File: src/rtl/module_disp_scheduler.sv
// module_disp_scheduler: binary-to-BCD conversion via sequential double-dabble,
// atomic display latch and free-running 4-digit 7-segment scan.
module module_disp_scheduler #(
  parameter int FREQ_HZ    = 27_000_000,
  parameter int REFRESH_HZ = 1_000,
  parameter int INVERT_AN  = 1,
  parameter int INVERT_SEG = 0,
  parameter int BLANK_LZ   = 1
) (
  input  logic        clk,
  input  logic        reset,
  input  logic        in_valid,
  input  logic [13:0] in_data,
  output logic        in_ready,
  output logic        busy,
  output logic [3:0]  a,
  output logic [6:0]  seg
);
  localparam int MAX_COUNT = (FREQ_HZ / REFRESH_HZ) < 1 ? 1 : FREQ_HZ / REFRESH_HZ;
  localparam int CW = MAX_COUNT > 1 ? $clog2(MAX_COUNT) : 1;
  localparam logic [1:0] IDLE = 2'd0, SHIFT = 2'd1, LATCH = 2'd2;
  logic [1:0]    state_q, state_d, idx_q, idx_d;
  logic [13:0]   bin_q, bin_d;
  logic [15:0]   bcd_q, bcd_d, disp_q, disp_d, adj;
  logic [3:0]    it_q, it_d, onehot, nib;
  logic [CW-1:0] ref_q, ref_d;
  logic          tick, blank;
  logic [6:0]    glyph;
  always_comb begin
    for (int i = 0; i < 4; i++)
      adj[4*i +: 4] = bcd_q[4*i +: 4] >= 4'd5 ? bcd_q[4*i +: 4] + 4'd3 : bcd_q[4*i +: 4];
  end
  always_comb begin
    state_d = state_q;
    bin_d   = bin_q;
    bcd_d   = bcd_q;
    it_d    = it_q;
    disp_d  = disp_q;
    case (state_q)
      IDLE: if (in_valid) begin
        bin_d   = in_data > 14'd9999 ? 14'd9999 : in_data;
        bcd_d   = '0;
        it_d    = '0;
        state_d = SHIFT;
      end
      SHIFT: begin
        {bcd_d, bin_d} = {adj[14:0], bin_q, 1'b0};
        it_d           = it_q + 4'd1;
        state_d        = it_q == 4'd13 ? LATCH : SHIFT;
      end
      LATCH: begin
        disp_d  = bcd_q;
        state_d = IDLE;
      end
      default: state_d = IDLE;
    endcase
  end
  assign tick  = ref_q == CW'(MAX_COUNT - 1);
  assign ref_d = tick ? '0 : ref_q + 1'b1;
  assign idx_d = tick ? idx_q + 2'd1 : idx_q;
  always_ff @(posedge clk or negedge reset) begin
    if (!reset) begin
      state_q <= IDLE;
      bin_q   <= '0;
      bcd_q   <= '0;
      it_q    <= '0;
      disp_q  <= '0;
      idx_q   <= '0;
      ref_q   <= '0;
    end else begin
      state_q <= state_d;
      bin_q   <= bin_d;
      bcd_q   <= bcd_d;
      it_q    <= it_d;
      disp_q  <= disp_d;
      idx_q   <= idx_d;
      ref_q   <= ref_d;
    end
  end
  assign in_ready = state_q == IDLE;
  assign busy     = ~in_ready;
  assign onehot   = 4'b0001 << idx_q;
  assign a        = INVERT_AN != 0 ? ~onehot : onehot;
  assign nib      = disp_q[{idx_q, 2'b00} +: 4];
  // a digit is a leading zero when it and every higher digit are zero
  assign blank    = BLANK_LZ != 0 && idx_q != 2'd0 && (disp_q >> {idx_q, 2'b00}) == 16'd0;
  always_comb begin
    case (nib)
      4'd0:    glyph = 7'b0111111;
      4'd1:    glyph = 7'b0000110;
      4'd2:    glyph = 7'b1011011;
      4'd3:    glyph = 7'b1001111;
      4'd4:    glyph = 7'b1100110;
      4'd5:    glyph = 7'b1101101;
      4'd6:    glyph = 7'b1111101;
      4'd7:    glyph = 7'b0000111;
      4'd8:    glyph = 7'b1111111;
      4'd9:    glyph = 7'b1101111;
      default: glyph = 7'b0000000;
    endcase
  end
  assign seg = (blank ? 7'b0000000 : glyph) ^ {7{INVERT_SEG != 0}};
endmodule
File: config.mk
export PLATFORM = sky130hd
export DESIGN_NAME = module_disp_scheduler
export DESIGN_NICKNAME = d
export VERILOG_FILES = /design/src/rtl/module_disp_scheduler.sv
export SDC_FILE = /design/constraint.sdc
export NUM_CORES = 1
export LEC_CHECK = 0
export ABC_AREA = 0
export CAP_MARGIN = 20
export CELL_PAD_IN_SITES_DETAIL_PLACEMENT = 1
export CELL_PAD_IN_SITES_GLOBAL_PLACEMENT = 1
export CORE_ASPECT_RATIO = 0.7
export CORE_MARGIN = 4
export CORE_UTILIZATION = 46
export CTS_CLUSTER_SIZE = 14
export DETAILED_ROUTE_END_ITERATION = 8
export PLACE_DENSITY_LB_ADDON = 0.25
export SLEW_MARGIN = 30
export SYNTH_ARGS = -nofsm -noshare
export SYNTH_HDL_FRONTEND = slang
export SYNTH_SLANG_ARGS = --single-unit
export TNS_END_PERCENT = 5
File: constraint.sdc
create_clock -name clk -period 3.8 [get_ports clk]
set_clock_uncertainty 0.15 [all_clocks]
set_input_delay 0.38 -clock clk [delete_from_list [all_inputs] [get_ports clk]]
set_output_delay 0.38 -clock clk [all_outputs]
set_load 0.02 [all_outputs]
==> reports/results.ini <==
[routing]
vias = 2720
dr.first_iter.drc_count = 161
firstDrtPassIters = 4
vias_per_cell = 5.61
drt.antenna.violating_nets = 0
wl_per_cell_um = 18.2
drc = 0
routed_wl_mm = 8.83

[synthesis]
yosysUniqueCellTypes = 47
syn_nets = 388
synth_seq_cells = 69
yosys.area_share.adder = 0.0685
synth.most_common_cell = dfrtp_1
synthArstFlopShare = 1.00
synth_top_area_share = 0.473
synth_simple_gate_area_frac = 0.143
yosys_warnings = 0
synth-xor-area-share = 0.0504
synth_top_family_by_area = compound AO/OA/AOI/OAI gates
avgSynthCellArea_um2 = 10.4
ys_seq_area_frac = 0.473
synth_edf_count = 0
yosysTopAreaCell = dfrtp_1
synthCells = 351
yosys-top-cells-count = dfrtp_1, inv_1, nor2_1
synth_compound_gate_area_share = 0.145
synthTopCellsByArea = dfrtp_1, ha_1, inv_1
synth_area_mm2 = 0.00365
synth-main-ff-cell = dfrtp_1
synthMuxAreaShare = 0.0654

[cells_and_area]
nNetsFinal = 419
area_growth_pct = 19.7
fin_area_mm2 = 0.00437
fillers = 835
regArea_mm2 = 0.00173
drive_gt1_frac = 0.103
n_antenna_cell = 0
fin_util = 0.582
multi_input_area_mm2 = 0.00173
layout.cells.non_filler = 485

[floorplan]
ios = 30
die_x_um = 115
die_y_um = 82.6
core_area_mm2 = 0.00751
fp.dieArea_mm2 = 0.00945
initial_core_util = 0.486
rows = 26

[power]
leakage_nw = 2.01
total_power_mw = 3.39
power_density_mw_per_mm2 = 776
ir_worst_vdd_uv = 514

[setup_path]
worstSetupEndpointType = primary output
crit_path_start_kind = register
cpPeakStageDelay_ns = 0.63
required_ns = 3.27
crit_fanout = 7
cpMostUsedCell = inv_1
crit_slowest_cell = mux4_1
crit_arrival_ns = 3.28
critPathKind = register to primary output
crit_chain = mux4_1, inv_1, ha_1, inv_1, or4_1, a211oi_4, buf_4, nor3_1, clkdlybuf4s50_1

[min_path]
hp-class = register to register

[grt]
grt_pass1_vias = 2986
antenna_found_initial = 0
grt_usage = 0.206
grt_pass1_wl_mm = 14.9
grt_max_degree = 39
gr-total-overflow = 0

[job]
cap_violations = 0

[clocking]
tritoncts = built
cts_sinks = 69
insertion_delay_ns = 0.34
clockBufferDepth = 2
cts_root_buf = clkbuf_16
cts_buffers = 9
clk_pin_slew_ns = 0.05
cts_htree_levels = 3

[placed_design]
placed_area_mm2 = 0.00401
place_congestion = 0.880
portBuffers = 29
dp_hpwl_mm = 6.15
dp.cells = 467

[timing]
hold_viol = 0
setup_viol = 1
rsz0062_at_grt = true
finalMaxSlewViolations = 0
worst_slew_pin_slew_ns = 0.891
max_slew_margin = 0.406
finalWorstSetupSlack_ns = -0.00565
finalCritPeriodShare = 1.00
max_freq_ghz = 0.263
period_minus_slack_ns = 3.81

[status]
failed_checks = negative setup slack
status = finished, violations left

final timing paths:
| kind | slack (ns) | endpoint | startpoint | depth (start not counted) |
|---|---|---|---|---|
| setup reg to reg | 1.70 | idx_q[1] | ref_q[9] | 4 |
| hold / removal | 0.35 | ref_q[0] | ref_q[0] | 1 |
| min in group asynchronous | 0.40 | it_q[0] | reset | 2 |
| hold reg to reg | 0.35 | ref_q[0] | ref_q[0] | 1 |
| max in group asynchronous | 2.30 | ref_q[11] | reset | 3 |
| setup / recovery | -0.006 | seg[6] | idx_q[0] | 9 |
state kept, by name (all words and copies together) (netlist names):
register  cells
ref_q        15
it_q          4
state_q       2
idx_q         2
bcd_q        16
disp_q       16
bin_q        14
cells in the final DEF, fill, tap and decap left out, types with 13 or more instances in the layout:
| cell | instances |
|---|---|
| clkdlybuf4s50_1 | 23 |
| a21oi_1 | 14 |
| xnor2_1 | 13 |
| o21ai_0 | 23 |
| dfrtp_1 | 69 |
| inv_1 | 31 |
| nor2_1 | 28 |
| ha_1 | 20 |
| nand2_1 | 20 |
repair_timing:
item / 4_1_cts / 5_1_grt
pin swaps: 1 / 0
hold buffers: 0 / 1
buffers inserted: 1 / 0
setup endpoints to repair: 7 / 5
hold endpoints to repair: 0 / 37
resized for setup: 3 / 3
cell families (layout without fill, tap and decap cells):
group	count (synthesis)	count (layout)
AND/OR/NAND/NOR	98	98
AO/OA/AOI/OAI	79	79
flip-flops	69	69
buffers and inverters	47	83
XOR/XNOR	21	21
adder cells (fa/ha/maj)	20	20
multiplexers	17	17
per-stage QoR:
stage | setup WS, ns | TNS (ns) | hold slack, ns
detailed placement | 0.127 | 0 | 0.329
global placement | 0.271 | 0 | 0.313
global route | -0.157 | -0.313 | 0.375
CTS | 0.00351 | 0 | 0.0366
finish | -0.00565 | -0.00565 | 0.349
floorplan | 0.741 | 0 | -0.0656
power by group:
part / internal, mW / switching (mW)
registers: 0.961 / 0.202
clock network: 0.608 / 0.310
logic: 0.576 / 0.734
total: 2.15 / 1.25
final cells by class:
type / instances / share of cell area
repair buffers: 36 / 0.0796
clock inverters: 4 / 0.0160
inverters: 31 / 0.0266
well taps: 98 / 0.0280
clock buffers: 12 / 0.0587
flip-flops and latches: 69 / 0.395
multi-input cells: 235 / 0.396
metal layers:
metal | up-vias | GRT usage | share of wire
met5 | - | 0 | 0
met2 | 35 | 0.335 | 0.46
met3 | 6 | 0.0605 | 0.041
li1 | 1309 | - | -
met4 | 0 | 0.0546 | 0.0069
met1 | 1370 | 0.272 | 0.49
critical path, delay by kind of cell (launching register included):
kind | cells | cell delay, ns
compound gates | 1 | 0.17
buf+inv | 4 | 0.92
mux | 1 | 0.63
flops | 1 | 0.41
fa+ha+maj | 1 | 0.16
simple gates | 2 | 0.63
No activity file was read; power rests on OpenSTA's default activity.
==> patch 1, RTL diff (config.mk and constraints unchanged) <==
The parameter `REFRESH_HZ` goes from 1_000 to 2_000.
--- a/src/rtl/module_disp_scheduler.sv
+++ b/src/rtl/module_disp_scheduler.sv
@@ -2,7 +2,7 @@
 // atomic display latch and free-running 4-digit 7-segment scan.
 module module_disp_scheduler #(
   parameter int FREQ_HZ    = 27_000_000,
-  parameter int REFRESH_HZ = 1_000,
+  parameter int REFRESH_HZ = 2_000,
   parameter int INVERT_AN  = 1,
   parameter int INVERT_SEG = 0,
   parameter int BLANK_LZ   = 1
Function: same outputs for any inputs over 10 cycles, from zero or initial values and one cycle with reset low; that may be too few to reach the edited logic, so the function may still have changed.
==> patch 1 against the original RTL <==
  * First-iteration DRC count is 3.1% higher
  * Area after synthesis is 0.10% lower
  * Critical path depth stayed put
  * Sequential cell count is 1 lower
  * Cell area is 0.94% lower
  * Wire length is 5.9% higher
  * Count of clock-buffer cells in the layout is 3 lower
  * Total power is 3.6% lower
  * Worst setup slack better by 0.13 ns
  * Combinational power is 5% lower
  * Cell count is 1.9% higher
  * Die area hardly changed
  * Clock power is 5.7% lower
  * Synthesized cell count is 2.6% higher
  * Largest power group unchanged
==> patch 1: results (changes against the original RTL) <==
run_status:
  status: "completed"
yosys:
  syn_nets: 397  # +2.3%
  syn-instance-count: 360  # +2.6%
  synth_ff_type: "dfrtp_1"
  synthTopCellsByArea: "dfrtp_1 47%, ha_1 6.9%, o21ai_0 4.1%, nor2_1 3.2%, mux2_2 3.1%"
  synth_commonest_cells: "68 x dfrtp_1, 31 x nor2_1, 30 x nand2_1, 30 x o21ai_0, 24 x inv_1"
  synth.distinct_cells: 46  # -2.1%
  synth_seq_area_share_pct: 46.6  # -0.64 points
grt:
  grt_max_degree: 50  # +28%
  grt_use_met2_pct: 37.0  # +3.5 points
  grt_pass1_wl_mm: 16.2  # +8.7%
  use_met1_pct: 29.5  # +2.3 points
  gr-usage-met3_pct: 6.26  # +0.22 points
  track_usage_pct: 22.3  # +1.7 points
  grt_pass1_vias: 3094  # +3.6%
detailed_routing:
  num_vias: 2829  # +4.0%
  wl_met1_mm: 4.53  # +4.1%
  met2WireLength_mm: 4.42  # +8.9%
  routed_wl_mm: 9.35  # +5.9%
  via_per_inst: 5.73  # +2.1%
  drtIter0Drc: 166  # +3.1%
  wl_met3_um: 330  # -8.3%
finish:
  reg_top3: "bcd_q (16), disp_q (16)"
  nets: 429  # +2.4%
  drive_above_1_share_pct: 10.9  # +0.52 points
placed_design:
  dp.cells: 477  # +2.1%
  placed_area_sq_um: 4020  # about the same
  post-place-ws_ns: 0.154  # +0.0271 ns
  place.gp.congestion: 0.827  # -6.0%
  place_hpwl_mm: 6.27  # +2.1%
setup_path:
  reg2reg_from: "state_q[1]"
  cp.arrival_ns: 3.15  # -0.13 ns
  path_delay_family: "buffers and inverters"
  r2r_end: "bin_q[7]"
  rrSetupSlack_ns: 1.55  # -0.15 ns
cts:
  root_buffer: "clkbuf_16"
power_and_ir_drop:
  p_leak_nw: 1.92  # -4.3%
  intPower_w: 0.00204  # -4.7%
  vdd.ir_drop.worst_mv: 0.358  # -30%
hold_path:
  min_from: "ref_q[0]"
timing:
  timing.slew.headroom_pct: 35.3  # -5.3 points
-- patch 1: kinds of logic after synthesis --
logic type	Yosys count	share of synthesized area (%)
muxes	19	7.13
DFF	68	46.6
adders and majority gates	20	6.86
and+or+nand+nor	108	14.8
buffers and inverters	39	4.70
AOI/OAI and AO/OA	86	15.1
xor gates and xnor gates	20	4.80
-- patch 1: how the worst max path moves through the flow --
stage,cells after the start,endpoint,slack (ns),startpoint
after floorplan,8,seg[0],0.74,idx_q[0]
after global placement,9,seg[5],0.30,idx_q[0]
after detailed placement,9,seg[0],0.15,idx_q[0]
after CTS,9,seg[0],0.10,idx_q[0]
after global routing,9,seg[0],0.03,idx_q[0]
final,9,seg[0],0.12,idx_q[0]
-- patch 1: power by group through the flow --
stage                     Combinational, W  Clock (W)  Sequential (W)
after floorplan                   0.000903          0         0.00108
after CTS                          0.00126   0.000882         0.00115
after detailed placement           0.00126          0         0.00115
after global placement             0.00119          0         0.00113
after global routing               0.00141   0.000921         0.00119
final                              0.00125   0.000866         0.00115
-- patch 1: area by class of cell --
cell class,instances,area [sq um]
tap,98,123
clock inverter,6,80.1
timing repair buffer,36,334
fill,851,3180
multi-input combinational,253,1780
clock buffer,9,225
sequential,68,1700
inverter,24,90.1
-- patch 1: what timing repair did --
action,in CTS,in global routing
hold endpoints to repair,48,0
setup endpoints to repair,7,0
hold buffers,1,0
buffers inserted,1,0
gates resized for setup,8,0
-- patch 1: per-stage QoR --
stage | power [W] | util, % | hold slack [ns]
3_3_place_gp | 0.00233 | 53.4 | 0.292
4_1_cts | 0.00329 | 57.6 | 0.323
2_1_floorplan | 0.00198 | - | -0.0656
3_5_place_dp | 0.00241 | 53.4 | 0.296
6_report | 0.00327 | 57.6 | 0.318
5_1_grt | 0.00351 | 57.6 | 0.346
==> patch 2, RTL diff (config.mk and constraints unchanged) <==
Made on the original files. `it_q` no longer has a reset.
--- a/src/rtl/module_disp_scheduler.sv
+++ b/src/rtl/module_disp_scheduler.sv
@@ -63,7 +63,6 @@
       state_q <= IDLE;
       bin_q   <= '0;
       bcd_q   <= '0;
-      it_q    <= '0;
       disp_q  <= '0;
       idx_q   <= '0;
       ref_q   <= '0;
@@ -71,11 +70,14 @@
       state_q <= state_d;
       bin_q   <= bin_d;
       bcd_q   <= bcd_d;
-      it_q    <= it_d;
       disp_q  <= disp_d;
       idx_q   <= idx_d;
       ref_q   <= ref_d;
     end
+  end
+
+  always_ff @(posedge clk) begin
+    it_q <= it_d;
   end
   assign in_ready = state_q == IDLE;
   assign busy     = ~in_ready;
Behaviour: no difference found for any inputs over 10 cycles, from zero or initial values and one cycle with reset low; that may be too few to reach the edited logic, so the function may still have changed.
==> patch 2 against the original RTL <==
  * Area after synthesis rose by 0.24%
  * Wire length fell by 2.1%
  * Cell area fell by 1.2%
  * First-iteration DRC count fell by 34%
  * Largest cell class is now sequential cells
  * Total power fell by 5.0%
  * Worst setup slack improved by 0.18 ns
  * Maximum frequency rose by 4.9%
  * Sequential cell count did not move
  * Non-clock buffer count fell by 2
  * Critical path type unchanged
==> patch 2: results (changes against the original RTL) <==
run_status:
  status: "completed"
hold_path:
  hold-path-cell-count: 2  # +1
  min_from: "disp_q[0]"
  hold-path-endpoint: "disp_q[0]"
  hp-class: "reg2reg"
yosys:
  syn_nets: 382  # -1.5%
  synth_xor_area_share_pct: 5.50  # +0.47 points
  synth_seq_area_share_pct: 47.7  # +0.43 points
  synth_commonest_cells: "65 x dfrtp_1, 31 x nor2_1, 29 x inv_1"
  yosys_warnings: 0  # unchanged
  synth_compound_area_share_pct: 14.3  # -0.17 points
  synth_mux_area_share_pct: 6.84  # +0.29 points
  synth.distinct_cells: 47  # unchanged
  synth-edff-count: 4  # +4
  synthArstFlopShare_pct: 94.2  # -5.8 points
  synthAdderAreaFrac_pct: 6.84  # -0.016 points
  synthTopCellsByArea: "dfrtp_1 44%, ha_1 6.8%, xnor2_1 3.3%, edfxtp_1 3.3%, nor2_1 3.2%"
setup_path:
  cpPeakStageDelay_ns: 0.63  # about the same
  path_delay_family: "buffers and inverters"
  crit_end: "seg[4]"
  crit_fanout: 7  # unchanged
  reg2reg_from: "state_q[1]"
  crit_slowest_cell: "mux4_1"
  reg2reg_depth: 4  # unchanged
  r2r_end: "bin_q[2]"
  cp.arrival_ns: 3.10  # -0.18 ns
  rrSetupSlack_ns: 1.51  # -0.19 ns
  crit_start: "idx_q[0]"
placed_design:
  place_hpwl_mm: 6.08  # -1.1%
  numPortBuffers: 29  # unchanged
  place.gp.congestion: 0.861  # -2.1%
cts:
  cts_htree_levels: 3  # unchanged
  cts_buffers: 9  # unchanged
  clkTransAtPathRegs_ns: 0.05  # about the same
  root_buffer: "clkbuf_16"
  insertion_delay_ns: 0.33
  clockBufferDepth: 2  # unchanged
detailed_routing:
  drtIter0Drc: 107  # -34%
  firstDrtPassIters: 4  # unchanged
  via_per_inst: 5.70  # +1.6%
  post_drt_wl_per_cell_um: 18.1  # -0.46%
grt:
  grt_pass1_wl_mm: 15.0  # +0.60%
  overflow: 0  # unchanged
  grt_pass1_vias: 2859  # -4.3%
  antenna_found_initial: 0  # unchanged
  grt_max_degree: 49  # +26%
  track_usage_pct: 20.6  # -0.039 points
finish:
  antenna_cells: 0  # unchanged
  reg_top3: "bcd_q (16), disp_q (16), ref_q (15)"
  nets: 413  # -1.4%
  drive_above_1_share_pct: 10.0  # -0.31 points
  fill_cells: 789  # -5.5%
power_and_ir_drop:
  vdd.ir_drop.worst_mv: 0.374  # -27%
  p_leak_nw: 1.97  # -1.7%
timing:
  tightest_slew_ns: 0.862  # -0.0290 ns
  hold_viol: 0  # unchanged
patch 2: cell count changes after synthesis, sizes merged, moves of 2 or more:
| cell | delta |
|---|---|
| a21o | +2 |
| a21oi | -3 |
| a222oi | -2 |
| clkbuf | -3 |
| dfrtp | -4 |
| edfxtp | +4 |
| inv | -2 |
| nand2 | -2 |
| nor2 | +3 |
| o21ai | -3 |
| o22ai | -2 |
patch 2: cells by family after synthesis:
kind of cell               count (synthesis)
muxes                                     18
and+or+nand+nor                           95
adders and majority gates                 20
DFF                                       69
AOI/OAI and AO/OA                         76
buffers and inverters                     44
xor gates and xnor gates                  23
patch 2: through the flow:
step                      setup slack, ns  hold slack (ns)  cell area, sq um  total power, W  instances
after global placement              0.283            0.317              4010         0.00239        461
after floorplan                     0.757          -0.0656              3660         0.00205        345
after global routing               0.0456            0.384              4320         0.00346        477
after detailed placement            0.127            0.280              4020         0.00246        461
after CTS                           0.194            0.338              4320         0.00325        477
final                               0.173            0.336              4320         0.00322        477
patch 2: cell type report:
cell class                      instances  area share [%]
Sequential cell                        69            40.4
Multi-Input combinational cell        232            40.1
Timing Repair Buffer                   34            7.39
Clock buffer                           13            6.49
Tap cell                               98            2.84
Inverter                               30            2.61
Clock inverter                          1           0.116
patch 2: timing repair:
item                       in CTS  in global routing
setup buffers                   1                  0
hold endpoints to repair       47                  0
gates resized for setup         8                  0
hold buffers                    1                  0
setup endpoints to repair       7                  0
patch 2: per-layer routing:
metal  share of wire, %  vias up  track usage, %
met1                 48     1371            27.3
met5                  0        -               0
li1                   -     1283               -
met4                2.2        0            8.30
met3                3.6       18            4.66
met2                 46       46            32.9
patch 2: where the power goes:
group / internal [W] / switching [W]
combinational: 0.000548 / 0.000705
sequential: 0.000982 / 0.000194
clock: 0.000504 / 0.000288
total: 0.00203 / 0.00119
